**src/rtl/priority_decoder_pulse.sv**
```systemverilog
// Decodes a 2-bit code into a one-hot pulse of PULSE_LEN cycles followed by a GAP_LEN
// guard interval, and keeps saturating per-line hit counters.
module priority_decoder_pulse #(
    parameter int PULSE_LEN = 4,
    parameter int GAP_LEN   = 2,
    parameter int CNT_W     = 8
) (
    input  logic               clk,
    input  logic               rst,
    input  logic [1:0]         code,
    input  logic               code_valid,
    output logic               code_ready,
    output logic [3:0]         y,
    output logic               busy,
    input  logic               clr_cnt,
    output logic [4*CNT_W-1:0] hit_cnt
);

    typedef enum logic [1:0] {IDLE, DRIVE, GAP} state_t;

    localparam logic [7:0] PULSE_LOAD = 8'(PULSE_LEN - 1);
    localparam logic [7:0] GAP_LOAD   = (GAP_LEN > 0) ? 8'(GAP_LEN - 1) : 8'd0;

    state_t           state, state_nxt;
    logic [7:0]       cnt, cnt_nxt;
    logic [3:0]       y_nxt;
    logic             xfer;
    logic [CNT_W-1:0] hits [4];

    function automatic logic [CNT_W-1:0] sat_inc(input logic [CNT_W-1:0] v);
        return (&v) ? v : v + 1'b1;
    endfunction

    assign xfer = code_valid && code_ready;
    assign busy = (state != IDLE);

    always_comb begin
        state_nxt = state;
        cnt_nxt   = cnt;
        y_nxt     = y;
        case (state)
            IDLE: begin
                if (xfer) begin
                    y_nxt     = 4'b0001 << code;
                    cnt_nxt   = PULSE_LOAD;
                    state_nxt = DRIVE;
                end
            end
            DRIVE: begin
                if (cnt == 8'd0) begin
                    y_nxt = 4'b0000;
                    if (GAP_LEN > 0) begin
                        cnt_nxt   = GAP_LOAD;
                        state_nxt = GAP;
                    end else begin
                        state_nxt = IDLE;
                    end
                end else begin
                    cnt_nxt = cnt - 8'd1;
                end
            end
            GAP: begin
                if (cnt == 8'd0) begin
                    state_nxt = IDLE;
                end else begin
                    cnt_nxt = cnt - 8'd1;
                end
            end
            default: begin
                state_nxt = IDLE;
                cnt_nxt   = 8'd0;
                y_nxt     = 4'b0000;
            end
        endcase
    end

    // ready is registered so it stays low through reset and rises one edge after release
    always_ff @(posedge clk or posedge rst) begin
        if (rst) begin
            state      <= IDLE;
            cnt        <= 8'd0;
            y          <= 4'b0000;
            code_ready <= 1'b0;
        end else begin
            state      <= state_nxt;
            cnt        <= cnt_nxt;
            y          <= y_nxt;
            code_ready <= (state_nxt == IDLE);
        end
    end

    // a clear on the same edge as a transfer still records that transfer as one hit
    always_ff @(posedge clk or posedge rst) begin
        if (rst) begin
            for (int n = 0; n < 4; n++) hits[n] <= '0;
        end else begin
            for (int n = 0; n < 4; n++) begin
                if (clr_cnt) begin
                    hits[n] <= (xfer && code == 2'(n)) ? CNT_W'(1) : '0;
                end else if (xfer && code == 2'(n)) begin
                    hits[n] <= sat_inc(hits[n]);
                end
            end
        end
    end

    for (genvar g = 0; g < 4; g++) begin : g_pack
        assign hit_cnt[g*CNT_W +: CNT_W] = hits[g];
    end

endmodule

```
**config.mk**
```make
export PLATFORM = sky130hd
export DESIGN_NAME = priority_decoder_pulse
export DESIGN_NICKNAME = d
export VERILOG_FILES = /design/src/rtl/priority_decoder_pulse.sv
export SDC_FILE = /design/constraint.sdc
export NUM_CORES = 1
export LEC_CHECK = 0
export CORE_MARGIN = 5
export CORE_UTILIZATION = 53
export DETAILED_ROUTE_END_ITERATION = 10
export GPL_ROUTABILITY_DRIVEN = 0
export PLACE_DENSITY_LB_ADDON = 0.3
export SETUP_SLACK_MARGIN = 0.15
export SKIP_LAST_GASP = 1
export SLEW_MARGIN = 20
export SYNTH_ARGS = -nofsm -noshare
export SYNTH_HDL_FRONTEND = slang
export SYNTH_SLANG_ARGS = --single-unit
export TNS_END_PERCENT = 1
```
**constraint.sdc**
```tcl
create_clock -name clk -period 2.23 [get_ports clk]
set_input_delay 0.446 -clock clk [delete_from_list [all_inputs] [get_ports clk]]
set_output_delay 0.446 -clock clk [all_outputs]
set_load 0.02 [all_outputs]
```
# --- Yosys cells after proc, flatten, opt, wreduce, memory -nomap -nowiden ---
# Index checks and enable logic that the tools add are counted.
totals:
  register_bits: 47
  latchBits: 0
  ram_bits: 0
  rom_bits: 0
  inputBits: 6
  out_inout_bits: 38
  word_cells: 78
  memories: 0
classes:
  add_sub_neg: 5
  multipliers: 0
  div_mod_pow: 0
  n_lt_le_gt_ge: 0
  n_eq_ne: 12
  shifts: 1
  muxes: 27
  n_bitwise: 1
  reduce_logical: 24
ops:
  columns: ["op", "count"]
  rows:
  - ["$mux 8", 15]
  - ["$add 8x1->8 const B", 4]
  - ["$reduce_and 8->1", 4]
  - ["$pmux 8 s3", 1]
  - ["$ne 2x2->1 const B", 7]
  - ["$pmux 4 s3", 1]
  - ["$reduce_and 2->1", 5]
  - ["$reduce_bool 2->1", 5]
  - ["$logic_not 8->1", 1]
  - ["$mux 4", 2]
  - ["$sub 8x1->8 const B", 1]
  - ["$eq 2x2->1 const B", 3]
  - ["$logic_not 2->1", 3]
  - ["$mux 2", 3]
  - ["$pmux 2 s3", 1]
  - ["$logic_and 1x1->1", 5]
  - ["$eq 2x1->1 const B", 2]
  - ["$mux 1", 4]
  - ["$shl 1x2->4 const A", 1]
  - ["$reduce_and 3->1", 1]
  - ["$not 1->1", 1]

# --- Logic depth before layout (Yosys ltp) ---
# Gate-level depths: netlist of run 1.
logic_depth:
  word_depth: 4
  depth_mapped: 6
  mapped_depth_nobuf: 6

# --- Worst setup path before layout of run 1 ---
# No wires, ideal clock.
synth_timing:
  path_type: "reg2reg"
  startpoint: "reg cnt[0]"
  endpoint: "reg y[3]"
  setup_ps: 121
  arrival_ps: 1691
  required_time_ps: 2109
  path_slack_ps: 418
  stages_incl_launch_ff: 7
  n_path_buf: 0
  period_less_slack_ps: 1812
  path_cell_list: "dfrtp_1 > inv_1 > ha_1 > nor3b_1 > a21oi_2 > or2_2 > a22o_1"
synth_via:
  elab_chain_cells: 3
synth_rtl:
  columns: ["element", "line", "rtl"]
  rows:
  - ["start: declaration", "25", "logic [7:0] cnt, cnt_nxt;"]
  - ["start signal: assignment", "86", "cnt <= cnt_nxt;"]
  - ["$logic_not 8->1", "50", "if (cnt == 8'd0) begin"]
  - ["$ne 2x2->1 (no line)", null, null]
  - ["$reduce_and 3->1 (no line)", null, null]
  - ["end signal: assignment", "87", "y <= y_nxt;"]
  - ["end: declaration", "13", "output logic [3:0] y,"]
# No other way between the ends.
# A chain may end at the register's enable or synchronous reset.

# --- Final worst setup path of run 1 ---
layout_timing:
  startpoint: "reg code_ready"
  endpoint: "out code_ready"
layout_lines:
  columns: ["element", "line", "rtl"]
  rows:
  - ["start: declaration", "12", "output logic code_ready,"]
  - ["start signal: assignment", "88", "code_ready <= (state_nxt == IDLE);"]
# No word-level cell between the ends.

==> out/metrics.cfg, run 1 <==
[job]
maxCapViolCount = 0

[cts]
cts_tree = built
h-tree-depth = 2
max-clock-path-buffers = 2
cts_resized = 0
hold_buffers = 0
insertion_delay_ns = 0.31
cts_buffers = 5
clock_sinks = 47
cts-root-buf = clkbuf_8
clkTransAtPathRegs_ns = 0.09
post-cts-setup-buffer-count = 0

[power_and_ir_drop]
p_leak_nw = 1.38
power.share.sequential = 0.386
p_comb_frac = 0.424
swShare = 0.385
p_int_w = 0.00180
clock_power_share = 0.189
ir_drop_mv = 0.540
power.density_mw_per_mm2 = 875
power_switching_w = 0.00113

[setup_path]
ff2ff_path_depth = 6
endpoint_kind = output pin
reg2reg_to = cnt[0]$_DFFE_PP0P_
crit_fanout = 12
crit_chain = clkdlybuf4s50_1
cp_data_arrival_time_ns = 1.52
crit_type = reg2out
cp.required_ns = 1.78
critPathLaunch = code_ready$_DFF_PP0_
timing.rr.start = cnt[0]$_DFFE_PP0P_
crit_buf_inv = 1
crit_path_end = code_ready
crit_family = buffers and inverters
cpPeakStageDelay_ns = 0.67
cp.depth = 1
crit_path_start_kind = flip-flop
reg2reg_slack_ns = 0.27
slowest_stage = clkdlybuf4s50_1

[floorplanning]
num_rows = 25
chipHeight_um = 80.0
die_w_um = 80.0
start_util = 0.547
io-pin-count = 44
die_area_mm2 = 0.00640
core_mm2 = 0.00475

[drt]
drt-wirelength-per-cell_um = 15.2
dr_total_vias = 2270
via_per_inst = 5.79
drtAntennaViolNets = 0
wl_um = 5960
detailedRoute.firstIterationViolations = 136
drc = 0
drtPass1Iterations = 4

[timing]
fin_crit_ns = 1.97
finalSetupTns_ns = 0
skew_ns = 0.0149
post-route-period-util = 0.883
max_freq_ghz = 0.508
slew_headroom = 0.675
hold_violations = 0
whs_ns = 0.419
setup_viol = 0
tightestPinTransition_ns = 0.475
finalWorstSetupSlack_ns = 0.261
slew_violations = 0
rsz0062_at_grt = true

[global_route]
grt_pass1_vias = 2137
gr-total-overflow = 0
grt_pass1_wl_um = 10200
grt_usage = 0.199
antenna_found_initial = 0
grt_max_degree = 27

[placed_design]
place_ws_ns = 0.0146
place_area_mm2 = 0.00324
dp.final_hpwl_um = 4500
port-buffer-count = 43

[layout]
diodes = 0
nets = 335
design_area_mm2 = 0.00335
fillers = 390
syn2layout_area_growth_pct = 28.7
drive_gt1_frac = 0.132
fin_util = 0.704

[logic_synthesis]
synth_flop_cell = dfrtp_1
yosys_warnings = 0
yosysUniqueCellTypes = 58
yosysSeqAreaShare = 0.453
synth_nets = 273
synth_edf_count = 0
syn_area_mm2 = 0.00260
yosys_register_bits = 47
avgSynthCellArea_um2 = 9.92
async_flop_share = 1.00
synthCells = 262

[min_path]
hp-class = in2async

[status]
outcome = complete, no violations

## worst min-delay path by stage
stage	cells after the start	startpoint	end	slack, ns
CTS	2	rst	hit_cnt[31]$_DFFE_PP0P_	0.43
finish	2	rst	hit_cnt[31]$_DFFE_PP0P_	0.42
global route	2	rst	hit_cnt[31]$_DFFE_PP0P_	0.46
detailed placement	1	y[3]$_DFFE_PP0P_	y[3]$_DFFE_PP0P_	0.52
global placement	1	y[0]$_DFFE_PP0P_	y[0]$_DFFE_PP0P_	0.51
floorplan	2	cnt[3]$_DFFE_PP0P_	cnt[3]$_DFFE_PP0P_	0.57
## flip-flops by register name, indices dropped and copies added (netlist names)
| signal | cells |
|---|---|
| y | 4 |
| cnt | 8 |
| state | 2 |
| hit_cnt | 32 |
| code_ready | 1 |
## routing by layer
metal	track usage	up-vias	routed length [µm]
li1	-	1107	-
met1	0.276	1102	2800
met2	0.324	55	2890
met3	0.0339	6	213
met4	0.0456	0	54
met5	0	-	0
## power by group through the flow
stage               Sequential, W  Clock (W)  Combinational (W)
floorplan                 0.00116          0           0.000785
global route              0.00115   0.000603            0.00136
CTS                       0.00113   0.000564            0.00124
finish                    0.00113   0.000555            0.00124
global placement          0.00114          0            0.00120
detailed placement        0.00114          0            0.00124
## worst reg2reg max path, stage by stage (launching register included)
cell and delay (ns):
dfrtp_1 0.41, inv_1 0.11, ha_1 0.18, or3b_2 0.52, nor3_4 0.33, xnor2_1 0.11, o211a_1 0.21
## cell usage in the layout, fill, tap and decap left out, types with 2 or more instances in the layout
master,instances
nand3_1,10
a211oi_1,6
nand3b_1,5
nand2_1,12
o31ai_1,2
a311oi_1,2
o21ai_0,11
xor2_1,6
or3_1,5
o2111ai_1,2
xnor2_1,7
inv_1,9
or2_2,2
nor2b_1,5
and4_1,4
a21oi_1,16
a22o_1,4
and3_1,2
ha_1,5
clkbuf_8,6
o21bai_1,2
mux2i_1,7
or4_1,3
a31oi_1,4
o32ai_1,2
and4b_1,2
buf_4,21
mux2_2,2
clkdlybuf4s50_1,43
dfrtp_1,47
nor2_1,22
nand4_1,6
o211ai_1,6
nor3_1,5
o21ai_1,2
nand4b_1,2
and2_1,2
## synth_stat cells, types with 3 or more instances
master | number | area (µm²)
nand4_1 | 6 | 37.5
mux2i_1 | 7 | 70.1
inv_1 | 10 | 37.5
nand3_1 | 10 | 50.1
nor3_1 | 5 | 25.0
xnor2_1 | 7 | 61.3
or4_1 | 3 | 22.5
clkbuf_1 | 7 | 26.3
nand2_1 | 12 | 45.0
a211oi_1 | 6 | 45.0
a31oi_1 | 4 | 25.0
o211ai_1 | 6 | 45.0
and4_1 | 4 | 35.0
dfrtp_1 | 47 | 1180
xor2_1 | 6 | 52.6
nand3b_1 | 5 | 37.5
nor2b_1 | 5 | 31.3
nor2_1 | 23 | 86.3
o21ai_0 | 11 | 55.1
ha_1 | 5 | 62.6
a21oi_1 | 16 | 80.1
a22o_1 | 4 | 35.0
or3_1 | 5 | 31.3
## cell families (layout without fill, tap and decap cells)
kind of cell / after synthesis / count (layout) / synth area share
buf+inv: 20 / 83 / 0.0323
mux: 9 / 9 / 0.0356
compound gates: 70 / 70 / 0.185
simple gates: 98 / 98 / 0.226
xor+xnor: 13 / 13 / 0.0438
fa+ha+maj: 5 / 5 / 0.0241
flops: 47 / 47 / 0.453
## layout make-up
type                            count  area [µm²]  area share
Timing Repair Buffer               65         608       0.182
Sequential cell                    47        1180       0.352
Inverter                           10        37.5      0.0112
Clock buffer                        6        82.6      0.0247
Multi-Input combinational cell    195        1340       0.401
Clock inverter                      2        16.3     0.00486
Tap cell                           67        83.8      0.0251
## metrics by stage
stage / total power [W] / instances
2_1_floorplan: 0.00195 / 262
3_3_place_gp: 0.00234 / 384
3_5_place_dp: 0.00238 / 384
4_1_cts: 0.00293 / 392
5_1_grt: 0.00311 / 392
6_report: 0.00293 / 392
(Power assumes the default switching activity.)
==> run 2: changes to the inputs <==
--- a/config.mk
+++ b/config.mk
@@ -7,6 +7,7 @@
 export LEC_CHECK = 0
 export CORE_MARGIN = 5
 export CORE_UTILIZATION = 53
+export CTS_CLUSTER_SIZE = 10
 export DETAILED_ROUTE_END_ITERATION = 10
 export GPL_ROUTABILITY_DRIVEN = 0
 export PLACE_DENSITY_LB_ADDON = 0.3
==> results of run 2 <==
No change in the layout: final DEF, timing and power equal those of run 1.
